--- src/rtl/uart_pkg.sv ---
// Shared UART definitions: transmitter state encoding, data width and baud divisor helper.
// Used by both the transmit and receive paths.
package uart_pkg;

    typedef enum logic [2:0] {
        IDLE,
        START,
        DATA,
        STOP,
        PARITY
    } tx_state_t;

    localparam int UART_DATA_BITS = 8;

    function automatic int clks_per_bit(input int clk_freq, input int baud);
        return clk_freq / baud;
    endfunction

endpackage

--- src/rtl/uart_tx_fifo.sv ---
// Synchronous first-word-fall-through FIFO buffering bytes ahead of the UART serialiser.
// DEPTH must be a power of two; pointers carry one extra wrap bit to tell full from empty.
module uart_tx_fifo
    import uart_pkg::*;
#(
    parameter int DEPTH = 4
) (
    input  logic                      CLK,
    input  logic                      reset,
    input  logic                      push,
    input  logic [UART_DATA_BITS-1:0] din,
    input  logic                      pop,
    output logic [UART_DATA_BITS-1:0] dout,
    output logic                      full,
    output logic                      empty
);

    localparam int AW = $clog2(DEPTH);

    logic [UART_DATA_BITS-1:0] mem [DEPTH];
    logic [AW:0]               wr_ptr;
    logic [AW:0]               rd_ptr;
    logic                      wr_en;
    logic                      rd_en;

    assign wr_en = push && !full;
    assign rd_en = pop && !empty;

    // NOTE: the storage array has no reset; the pointers alone define validity, so the
    // array maps onto plain RAM/flops without a reset network.
    always_ff @(posedge CLK) begin
        if (wr_en) begin
            mem[wr_ptr[AW-1:0]] <= din;
        end
    end

    // NOTE: sequential state is assigned with <= so every register samples pre-edge values.
    always_ff @(posedge CLK or negedge reset) begin
        if (!reset) begin
            wr_ptr <= '0;
            rd_ptr <= '0;
        end else begin
            if (wr_en) begin
                wr_ptr <= wr_ptr + 1'b1;
            end
            if (rd_en) begin
                rd_ptr <= rd_ptr + 1'b1;
            end
        end
    end

    assign dout  = mem[rd_ptr[AW-1:0]];
    assign empty = (wr_ptr == rd_ptr);
    assign full  = (wr_ptr[AW] != rd_ptr[AW]) && (wr_ptr[AW-1:0] == rd_ptr[AW-1:0]);

endmodule

--- src/rtl/uart_tx.sv ---
// Byte UART transmitter: FIFO-buffered valid/ready input, 8N1 serialiser, LSB first.
// Define UART_TX_PARITY_EN to insert an even-parity bit between data and stop (8E1).
module uart_tx
    import uart_pkg::*;
#(
    parameter int CLK_FREQ   = 50000000,
    parameter int BAUD       = 115200,
    parameter int FIFO_DEPTH = 4
) (
    input  logic                      CLK,
    input  logic                      reset,
    input  logic [UART_DATA_BITS-1:0] tx_data,
    input  logic                      tx_valid,
    output logic                      tx_ready,
    output logic                      tx,
    output logic                      tx_busy
);

    localparam int CLKS_PER_BIT = clks_per_bit(CLK_FREQ, BAUD);
    localparam int CNT_W        = $clog2(CLKS_PER_BIT);
    localparam int BIT_W        = $clog2(UART_DATA_BITS);
    localparam logic [CNT_W-1:0] CNT_LAST = CNT_W'(CLKS_PER_BIT - 1);
    localparam logic [BIT_W-1:0] BIT_LAST = BIT_W'(UART_DATA_BITS - 1);

    tx_state_t                 state_q, state_d;
    logic [CNT_W-1:0]          cnt_q, cnt_d;
    logic [BIT_W-1:0]          bit_q, bit_d;
    logic [UART_DATA_BITS-1:0] shift_q, shift_d;
    logic                      tx_q, tx_d;
    logic                      bit_end;
    logic                      load;

    logic                      fifo_push;
    logic                      fifo_pop;
    logic                      fifo_full;
    logic                      fifo_empty;
    logic [UART_DATA_BITS-1:0] fifo_dout;

`ifdef UART_TX_PARITY_EN
    logic                      parity_q, parity_d;
`endif

    assign fifo_push = tx_valid && tx_ready;

    uart_tx_fifo #(
        .DEPTH (FIFO_DEPTH)
    ) u_fifo (
        .CLK   (CLK),
        .reset (reset),
        .push  (fifo_push),
        .din   (tx_data),
        .pop   (fifo_pop),
        .dout  (fifo_dout),
        .full  (fifo_full),
        .empty (fifo_empty)
    );

    always_ff @(posedge CLK or negedge reset) begin
        if (!reset) begin
            state_q  <= IDLE;
            cnt_q    <= '0;
            bit_q    <= '0;
            shift_q  <= '0;
            tx_q     <= 1'b1;
`ifdef UART_TX_PARITY_EN
            parity_q <= 1'b0;
`endif
        end else begin
            state_q  <= state_d;
            cnt_q    <= cnt_d;
            bit_q    <= bit_d;
            shift_q  <= shift_d;
            tx_q     <= tx_d;
`ifdef UART_TX_PARITY_EN
            parity_q <= parity_d;
`endif
        end
    end

    assign bit_end = (cnt_q == CNT_LAST);

    // NOTE: every output of this block is given a default first so no path leaves a
    // signal unassigned, which would otherwise infer a latch.
    always_comb begin
        state_d  = state_q;
        cnt_d    = cnt_q + 1'b1;
        bit_d    = bit_q;
        shift_d  = shift_q;
        tx_d     = tx_q;
        load     = 1'b0;
        fifo_pop = 1'b0;
`ifdef UART_TX_PARITY_EN
        parity_d = parity_q;
`endif

        case (state_q)
            IDLE: begin
                cnt_d = '0;
                tx_d  = 1'b1;
                load  = !fifo_empty;
            end

            START: begin
                if (bit_end) begin
                    state_d = DATA;
                    cnt_d   = '0;
                    bit_d   = '0;
                    tx_d    = shift_q[0];
                end
            end

            DATA: begin
                if (bit_end) begin
                    cnt_d = '0;
                    if (bit_q == BIT_LAST) begin
`ifdef UART_TX_PARITY_EN
                        state_d = PARITY;
                        tx_d    = parity_q;
`else
                        state_d = STOP;
                        tx_d    = 1'b1;
`endif
                    end else begin
                        // Next bit is already waiting in shift_q[1] before the shift lands.
                        bit_d   = bit_q + 1'b1;
                        shift_d = shift_q >> 1;
                        tx_d    = shift_q[1];
                    end
                end
            end

`ifdef UART_TX_PARITY_EN
            PARITY: begin
                if (bit_end) begin
                    state_d = STOP;
                    cnt_d   = '0;
                    tx_d    = 1'b1;
                end
            end
`endif

            STOP: begin
                if (bit_end) begin
                    cnt_d = '0;
                    if (fifo_empty) begin
                        state_d = IDLE;
                        tx_d    = 1'b1;
                    end else begin
                        load = 1'b1;
                    end
                end
            end

            default: begin
                state_d = IDLE;
                cnt_d   = '0;
                tx_d    = 1'b1;
            end
        endcase

        // Shared frame launch from IDLE or straight out of STOP, giving back-to-back frames.
        if (load) begin
            fifo_pop = 1'b1;
            shift_d  = fifo_dout;
            state_d  = START;
            cnt_d    = '0;
            tx_d     = 1'b0;
`ifdef UART_TX_PARITY_EN
            parity_d = ^fifo_dout;
`endif
        end
    end

    assign tx       = tx_q;
    assign tx_ready = !fifo_full;
    assign tx_busy  = (state_q != IDLE) || !fifo_empty;

endmodule

--- config.mk ---
export PLATFORM = sky130hd
export DESIGN_NAME = uart_tx
export DESIGN_NICKNAME = d
export VERILOG_FILES = /design/src/rtl/uart_pkg.sv /design/src/rtl/uart_tx_fifo.sv /design/src/rtl/uart_tx.sv
export SDC_FILE = /design/constraint.sdc
export NUM_CORES = 1
export LEC_CHECK = 0
export CORE_UTILIZATION = 45
export CTS_BUF_LIST = sky130_fd_sc_hd__clkbuf_16
export DETAILED_ROUTE_END_ITERATION = 10
export PLACE_DENSITY = 0.65
export SYNTH_ARGS = -nofsm -noshare
export SYNTH_HDL_FRONTEND = slang
export SYNTH_SLANG_ARGS = --single-unit
--- constraint.sdc ---
create_clock -name CLK -period 1.72 [get_ports CLK]
set_input_delay 0.344 -clock CLK [delete_from_list [all_inputs] [get_ports CLK]]
set_output_delay 0.344 -clock CLK [all_outputs]
set_load 0.005 [all_outputs]
== Yosys cells after proc, flatten, opt, wreduce, memory -nomap -nowiden ==
Memory sizes are Yosys's and may differ from the RTL's.
Index checks and enable logic that the tools add are counted.
Storage, ports and cells
  register bits: 30
  latch bits: 0
  RAM bits: 32
  bits in read-only memories: 0
  input port bits: 11
  output and inout port bits: 3
  logic and storage cells: 78
  memories: 1
Cells by class
  $add $sub $neg: 4
  $mul: 0
  div/mod/pow operators: 0
  magnitude comparators: 0
  equality and inequality tests: 18
  shift-type cells: 0
  multiplexer cells: 31
  bitwise logic cells: 0
  reductions and logical operators: 17
Memory list
  u_fifo.mem: depth 4, width 8, read ports 1, clocked after Yosys merged registers in 0, wr ports 1, RTL line uart_tx_fifo.sv:20  | logic [UART_DATA_BITS-1:0] mem [DEPTH];
Operators by type and width (number)
  $mux 8: 4
  $mux 3: 9
  $mux 9: 3
  $ne 3x3->1 const B: 4
  $pmux 3 s4: 1
  $mux 1: 11
  $ne 2x2->1 const B: 5
  $add 3x1->3 const B: 3
  $add 9x1->9 const B: 1
  $eq 9x9->1 const B: 1
  $reduce_and 4->1: 2
  $eq 3x2->1 const B: 2
  $pmux 3 s2: 1
  $reduce_and 6->1: 1
  $reduce_bool 2->1: 3
  $logic_and 1x1->1: 4
  $eq 3x1->1 const B: 1
  $eq 3x3->1: 1
  $eq 3x3->1 const B: 1
  $logic_not 3->1: 1
  $ne 3x2->1 const B: 1
  $pmux 1 s3: 1
  $reduce_and 3->1: 1
  $reduce_bool 3->1: 1
  6 further kinds: 7

== Depth between registers and ports, before layout ==
Gate-level depths: netlist (run 1).
  depth after elaboration: 7
  mapped depth: 7
  depth with buffers taken out: 6

== Hierarchy ==
A second synthesis (run 1) with hierarchy kept.
Unflattened totals
  cells, all modules: 221
  area total of the unflattened synthesis: 3056.7 µm²
By module, submodules not included
  uart_tx_fifo: instances 1, cells an instance 90, area each 1695.4 µm², seq. area each 1111.1 µm²
  uart_tx: instances 1, cells an instance 131, area each 1361.3 µm², seq. area each 576.8 µm²

== Least setup slack after synthesis (run 1) ==
Ideal clock, no wire load.
  path kind: register to register
  start: reg state_q[0]
  end: reg state_q[1]
  arrival time: 1.566 ns
  data required time: 1.597 ns
  path slack: 0.031 ns
  stages on the path, launching flop included: 8
  period minus slack after synthesis: 1.689 ns
  cells stage by stage: dfrtp_1 -> inv_1 -> ha_1 -> clkbuf_1 -> nor4_1 -> a21o_1 -> a32oi_1 -> o2bb2a_2
Between the ends
  longest elaborated chain between the ends: 4
  elaborated cells on any way between the ends: 14
Ends and longest elaborated chain
  start: declaration: RTL line uart_tx.sv:25  | tx_state_t state_q, state_d;
  start signal: assignment: RTL line uart_tx.sv:69  | state_q <= state_d;
  $eq 3x2->1 / $logic_not 3->1 (equally long branches): RTL line uart_tx.sv:96  | case (state_q)
  $pmux 1 s2: RTL line uart_tx.sv:96
  $ne 3x2->1 (no source line), or another cell as far along
  $reduce_and 6->1 (no source line)
Several ways; a longest one is shown, not always the timed one.
A chain may end at the register's enable or synchronous reset.

== Worst setup path in the final report (run 1) ==
  start: reg u_fifo.rd_ptr[2]
  end: out tx_busy
Between the ends
  longest elaborated chain between the ends: 3
Ends and longest elaborated chain
  start: declaration: RTL line uart_tx_fifo.sv:22  | logic [AW:0] rd_ptr;
  start signal: assignment: RTL line uart_tx_fifo.sv:47  | rd_ptr <= rd_ptr + 1'b1;
  $eq 3x3->1: RTL line uart_tx_fifo.sv:53  | assign empty = (wr_ptr == rd_ptr);
  $logic_not 1->1: RTL line uart_tx.sv:176  | assign tx_busy = (state_q != IDLE) || !fifo_empty;
  $logic_or 1x1->1: RTL line uart_tx.sv:176
  end: declaration: RTL line uart_tx.sv:16  | output logic tx_busy
Every way passes these cells.

==> impl_metrics.ini, run 1 <==
[outcome]
violations = setup timing
status = complete, but fails checks

[yosys]
synth_area_leaders = edfxtp_1 33%, dfrtp_1 24%, mux4_2 6.1%
synth_compound_area_frac = 0.0886
synth-seq-cells = 61
yosys.area.top_type_share = 0.326
ys.flop_type = edfxtp_1
synth_area_sq_um = 2950
ys_seq_area_frac = 0.572
synthMuxAreaShare = 0.0937
synthArstFlopShare = 0.475
syn_inst = 207
ys_types = 52
syn-num-nets = 232
synthXorXnorAreaFrac = 0.0500
syn_area_per_cell_sq_um = 14.3
synth_common_cells = 32 x edfxtp_1, 28 x dfrtp_1, 14 x ha_1
yosysMostFrequentCell = edfxtp_1
synthSimpleGateAreaFrac = 0.114
yosys_warnings = 0
yosys.area.top_type = edfxtp_1
synthAdderAreaFrac = 0.0593
synth-edff-count = 32
synth_top_family_by_area = simple AND/OR/NAND/NOR gates

[sta]
fin_crit_sh = 1.03
finalSetupViolCount = 1
fin_skew_ns = 0.00735
period_needed_ns = 1.76
slew_violations = 0
tightest_slew_ns = 0.375
timing.final.ws_setup_ns = -0.0439
fmax_ghz = 0.567
fin_setup_tns_ns = -0.0439
hold_viol_final = 0
rsz0062_at_grt = yes
whs_ns = 0.414
slew_headroom = 0.747

[grt]
grt-ovfl-total = 0
grt_pass1_vias = 1911
grtUsageTotal = 0.168
grt_pass1_wl_um = 8980
grt_antenna_before_repair = 0
grt_max_degree = 30

[clock_tree]
clk_latency_ns = 0.32
clk_path_buf_depth = 2
cts_tree = yes
path_clk_slew_ns = 0.05
clock_sinks = 61
h-tree-depth = 3
numCtsBuffers = 9
cts_hold_buf = 0
cts_root_buffer = clkbuf_16

[power]
ir_worst_vdd_uv = 1410
p_leak_nw = 1.67
power.density_nw_per_um2 = 1920
power_w = 0.00772

[route]
drt-total-wl_um = 5500
drtIter0Drc = 152
avgRoutedWirePerCell_um = 15.5
drt_first_pass_iters = 4
post-route-drc-count = 0
via_count = 1896
vias_per_cell = 5.36
ant_nets = 0

[final_layout]
diodes = 0
fin_nets = 297
fin_util = 0.634
syn_to_final_growth_pct = 36.3
drive_above_1_share = 0.394

[place]
portBuffers = 13
dp_slack_ns = -0.119
gp_congestion = 0.766
hpwl_um = 3800

[die]
coreArea_sq_um = 6350
start_util = 0.465
chipHeight_um = 83.0
io_pins = 14
fp-row-count = 29
die_w_um = 83.0
dieArea_sq_um = 6890

[worst_setup_path]
critical_path.top_delay_family = flip-flops
crit_slowest_cell = dfrtp_1
worstSetupStartpointType = register
cp-end-kind = output port
cp_max_fo = 2
cpPeakStageDelay_ns = 0.40
cp.required_ns = 1.38
cp.arrival_ns = 1.42
crit_chain = xor2_2 > nor3_2 > buf_4 > nand2_2 > buf_2
path_class = register to output port
path_buf_inv = 2

[job]
cap_violations = 0

[min_path]
hold_class = input port to async pin
## through the flow
| step | instances | area, sq um |
|---|---|---|
| finish | 354 | 4020 |
| global route | 354 | 4020 |
| CTS | 353 | 3910 |
| detailed placement | 334 | 3520 |
| global placement | 334 | 3520 |
| floorplan | 207 | 2950 |
## layout by cell type, fill, tap and decap left out, types with 3 or more instances in the layout
master / instances
buf_4: 39
edfxtp_1: 32
dfrtp_1: 28
nor2_1: 12
clkdlybuf4s50_1: 11
o21ai_0: 10
ha_1: 10
nand4_1: 9
clkbuf_16: 9
mux4_2: 8
xnor2_1: 7
mux2i_1: 7
inv_1: 6
nand3_1: 5
a22o_1: 5
buf_12: 5
inv_2: 4
xor2_1: 4
xor2_2: 3
nand2_1: 3
and2_1: 3
## area by class of cell
| cell class | instances | area (sq um) |
|---|---|---|
| Tap cell | 77 | 96.3 |
| Fill cell | 437 | 2330 |
| Multi-Input combinational cell | 132 | 1350 |
| Clock inverter | 7 | 98.8 |
| Clock buffer | 9 | 225 |
| Timing Repair Buffer | 58 | 524 |
| Sequential cell | 61 | 1690 |
| Inverter | 10 | 37.5 |
## state kept, by name, summed over array words and instances, names as in the netlist
name and count:
bit_q 3, shift_q 8, tx 1, state_q 2, u_fifo.mem 32, u_fifo.rd_ptr 3, u_fifo.wr_ptr 3, cnt_q 9
## kinds of logic after synthesis
group / count (synthesis)
flip-flops: 61
AND/OR/NAND/NOR: 53
AO/OA/AOI/OAI: 32
multiplexers: 17
XOR/XNOR: 16
buffers and inverters: 14
adder cells (fa/ha/maj): 14
## worst paths after layout
path                             startpoint         end  slack [ns]  cells after the start
hold / removal                        reset    cnt_q[3]        0.41                      2
setup / recovery           u_fifo.rd_ptr[2]     tx_busy       -0.04                      5
hold reg to reg                  shift_q[7]  shift_q[7]        0.52                      1
min in group CLK                 shift_q[7]  shift_q[7]        0.52                      1
max in group asynchronous             reset          tx        0.99                      2
setup reg to reg                 state_q[0]  state_q[1]        0.06                      6
## metal layers
layer | vias to the layer above | wire, um | track usage
li1 | 924 | - | -
met1 | 930 | 2510 | 0.210
met2 | 34 | 2680 | 0.275
met3 | 8 | 221 | 0.0537
met4 | 0 | 92 | 0.0580
met5 | - | 0 | 0
## report_power, final
part	internal (W)	switching, W	total, W
clock	0.00127	0.000640	0.00191
combinational	0.00188	0.00173	0.00361
sequential	0.00199	0.000213	0.00220
## repair_timing
item,4_1_cts,5_1_grt
endpoints found under the setup margin,4,49
pin swaps,4,12
setup buffers,4,3
gates resized for setup,18,22
gates cloned,0,0
No activity file was read; power rests on OpenSTA's default activity.
==> run 2, diff against run 1 <==
--- a/config.mk
+++ b/config.mk
@@ -9,6 +9,7 @@
 export CTS_BUF_LIST = sky130_fd_sc_hd__clkbuf_16
 export DETAILED_ROUTE_END_ITERATION = 10
 export PLACE_DENSITY = 0.65
+export SLEW_MARGIN = 10
 export SYNTH_ARGS = -nofsm -noshare
 export SYNTH_HDL_FRONTEND = slang
 export SYNTH_SLANG_ARGS = --single-unit
==> results of run 2 <==
Same layout as run 1: the final DEF is identical, and so are final timing and power.
==> run 3, diff against run 2 <==
--- a/config.mk
+++ b/config.mk
@@ -9,7 +9,6 @@
 export CTS_BUF_LIST = sky130_fd_sc_hd__clkbuf_16
 export DETAILED_ROUTE_END_ITERATION = 10
 export PLACE_DENSITY = 0.65
-export SLEW_MARGIN = 10
 export SYNTH_ARGS = -nofsm -noshare
 export SYNTH_HDL_FRONTEND = slang
 export SYNTH_SLANG_ARGS = --single-unit
==> constraint.sdc (replaced) <==
create_clock -name CLK -period 1.72 [get_ports CLK]
set_input_delay 0.344 -clock CLK [delete_from_list [all_inputs] [get_ports CLK]]
set_output_delay 0.344 -clock CLK [all_outputs]
set_load 0.05 [all_outputs]
==> impl_metrics.ini, run 3 (same netlist as run 1, synthesis figures left out) <==
[final_layout]
fin_nets = 291
drive_above_1_share = 0.384
largest_reg_flops = 32
layout_common_cells = 32 x buf_4, 32 x edfxtp_1, 23 x dfrtp_1
syn_to_final_growth_pct = 35.1
diodes = 0

[grt]
gr-usage-met3 = 0.0447
grt_antenna_before_repair = 0
grt_max_degree = 30
top_usage_layer = met2
grt.met1_usage = 0.243
grt_pass1_wl_um = 9540
grt_pass1_vias = 1893
grt-ovfl-total = 0
met2_usage = 0.291
grtUsageTotal = 0.183

[sta]
fin_skew_ns = 0.00422
fmax_ghz = 0.547
slew_violations = 0
fin_setup_tns_ns = -0.209
period_needed_ns = 1.83
finalSetupViolCount = 2
slew_headroom = 0.726
rsz0062_at_grt = yes
hold_viol_final = 0
fin_crit_sh = 1.06
tightest_slew_ns = 0.406
timing.final.ws_setup_ns = -0.107

[worst_setup_path]
cp.required_ns = 1.38
crit_chain = buf_4 > xnor2_1 > nand3_2 > buf_12
crit_slowest_cell = dfrtp_2
path_buf_inv = 2
critical_path.top_delay_family = flip-flops
path_class = register to output port
worstSetupStartpointType = register
cp_max_fo = 4
cp-end-kind = output port
cpPeakStageDelay_ns = 0.44
cp.arrival_ns = 1.48

[route]
post-route-drc-count = 0
ant_nets = 0
drt_first_pass_iters = 4
drtIter0Drc = 93
via_count = 1882
drt-total-wl_um = 5750
avgRoutedWirePerCell_um = 16.5
vias_per_cell = 5.41

[power]
power.density_nw_per_um2 = 1970
p_sw_w = 0.00273
comb_power_share = 0.464
seqPwrFrac = 0.287
ir_worst_vdd_uv = 1210
power_w = 0.00787
clockPowerShare = 0.249
p_leak_nw = 1.64
intPower_w = 0.00515
p_sw_frac = 0.346

[clock_tree]
clk_path_buf_depth = 2
clock_sinks = 61
clk_latency_ns = 0.33
h-tree-depth = 3
cts_root_buffer = clkbuf_16
path_clk_slew_ns = 0.06
cts_tree = yes
numCtsBuffers = 9

[die]
fp-row-count = 29
chipHeight_um = 83.0
start_util = 0.465
io_pins = 14
dieArea_sq_um = 6890
die_w_um = 83.0
coreArea_sq_um = 6350

[outcome]
status = complete, but fails checks
violations = setup timing

[place]
gp_congestion = 0.791
hpwl_um = 3820
portBuffers = 13

[min_path]
hold_class = input port to async pin

[job]
cap_violations = 0
-- run 3: changes by cell type in the layout (fill, tap and decap cells not counted), moves of 3 or more --
cell     previous run  this run
buf_12              5         8
inv_1               6         9
buf_4              39        32
dfrtp_2             0         5
inv_2               4         0
dfrtp_1            28        23
-- run 3: power groups by stage --
stage	clock network, W	registers (W)	logic, W
global placement	0	0.00224	0.00303
detailed placement	0	0.00225	0.00306
finish	0.00196	0.00226	0.00366
floorplan	0	0.00224	0.00187
CTS	0.00197	0.00226	0.00350
global route	0.00206	0.00231	0.00395
-- run 3: repair_timing --
| item | in CTS | in global routing |
|---|---|---|
| setup buffers | 8 | 4 |
| pin swaps | 6 | 6 |
| endpoints found under the setup margin | 10 | 50 |
| gates cloned | 0 | 0 |
| hold buffers | 0 | 0 |
| resized for setup | 17 | 16 |
-- run 3: final timing paths --
kind                            slack [ns]              from          to  cells after the start
worst max-delay path                 -0.11  u_fifo.rd_ptr[1]    tx_ready                      4
worst min-delay path                  0.40             reset    cnt_q[3]                      2
worst max register to register        0.02        state_q[0]  state_q[1]                      6
worst min register to register        0.52        shift_q[7]  shift_q[7]                      1
max in group asynchronous             1.00             reset          tx                      2
min in group CLK                      0.52        shift_q[7]  shift_q[7]                      1
-- run 3: cell type report --
class / count / area [sq um]
Timing Repair Buffer: 52 / 523
Sequential cell: 61 / 1690
Clock buffer: 9 / 225
Tap cell: 77 / 96.3
Inverter: 10 / 37.5
Fill cell: 459 / 2360
Clock inverter: 7 / 97.6
Multi-Input combinational cell: 132 / 1310
-- run 3: layer usage --
layer / share of wire / vias up
li1: - / 906
met1: 0.46 / 921
met2: 0.48 / 47
met3: 0.039 / 8
met4: 0.015 / 0
met5: 0 / -
-- run 3: through the flow --
step	util	setup slack [ns]	instance area, sq um	hold slack (ns)	cells
floorplan	-	0.0310	2950	0.0484	207
global placement	0.541	-0.0176	3430	0.490	320
detailed placement	0.541	-0.0449	3430	0.511	320
CTS	0.614	-0.119	3900	0.427	344
global route	0.628	-0.187	3990	0.442	348
finish	0.628	-0.107	3990	0.400	348
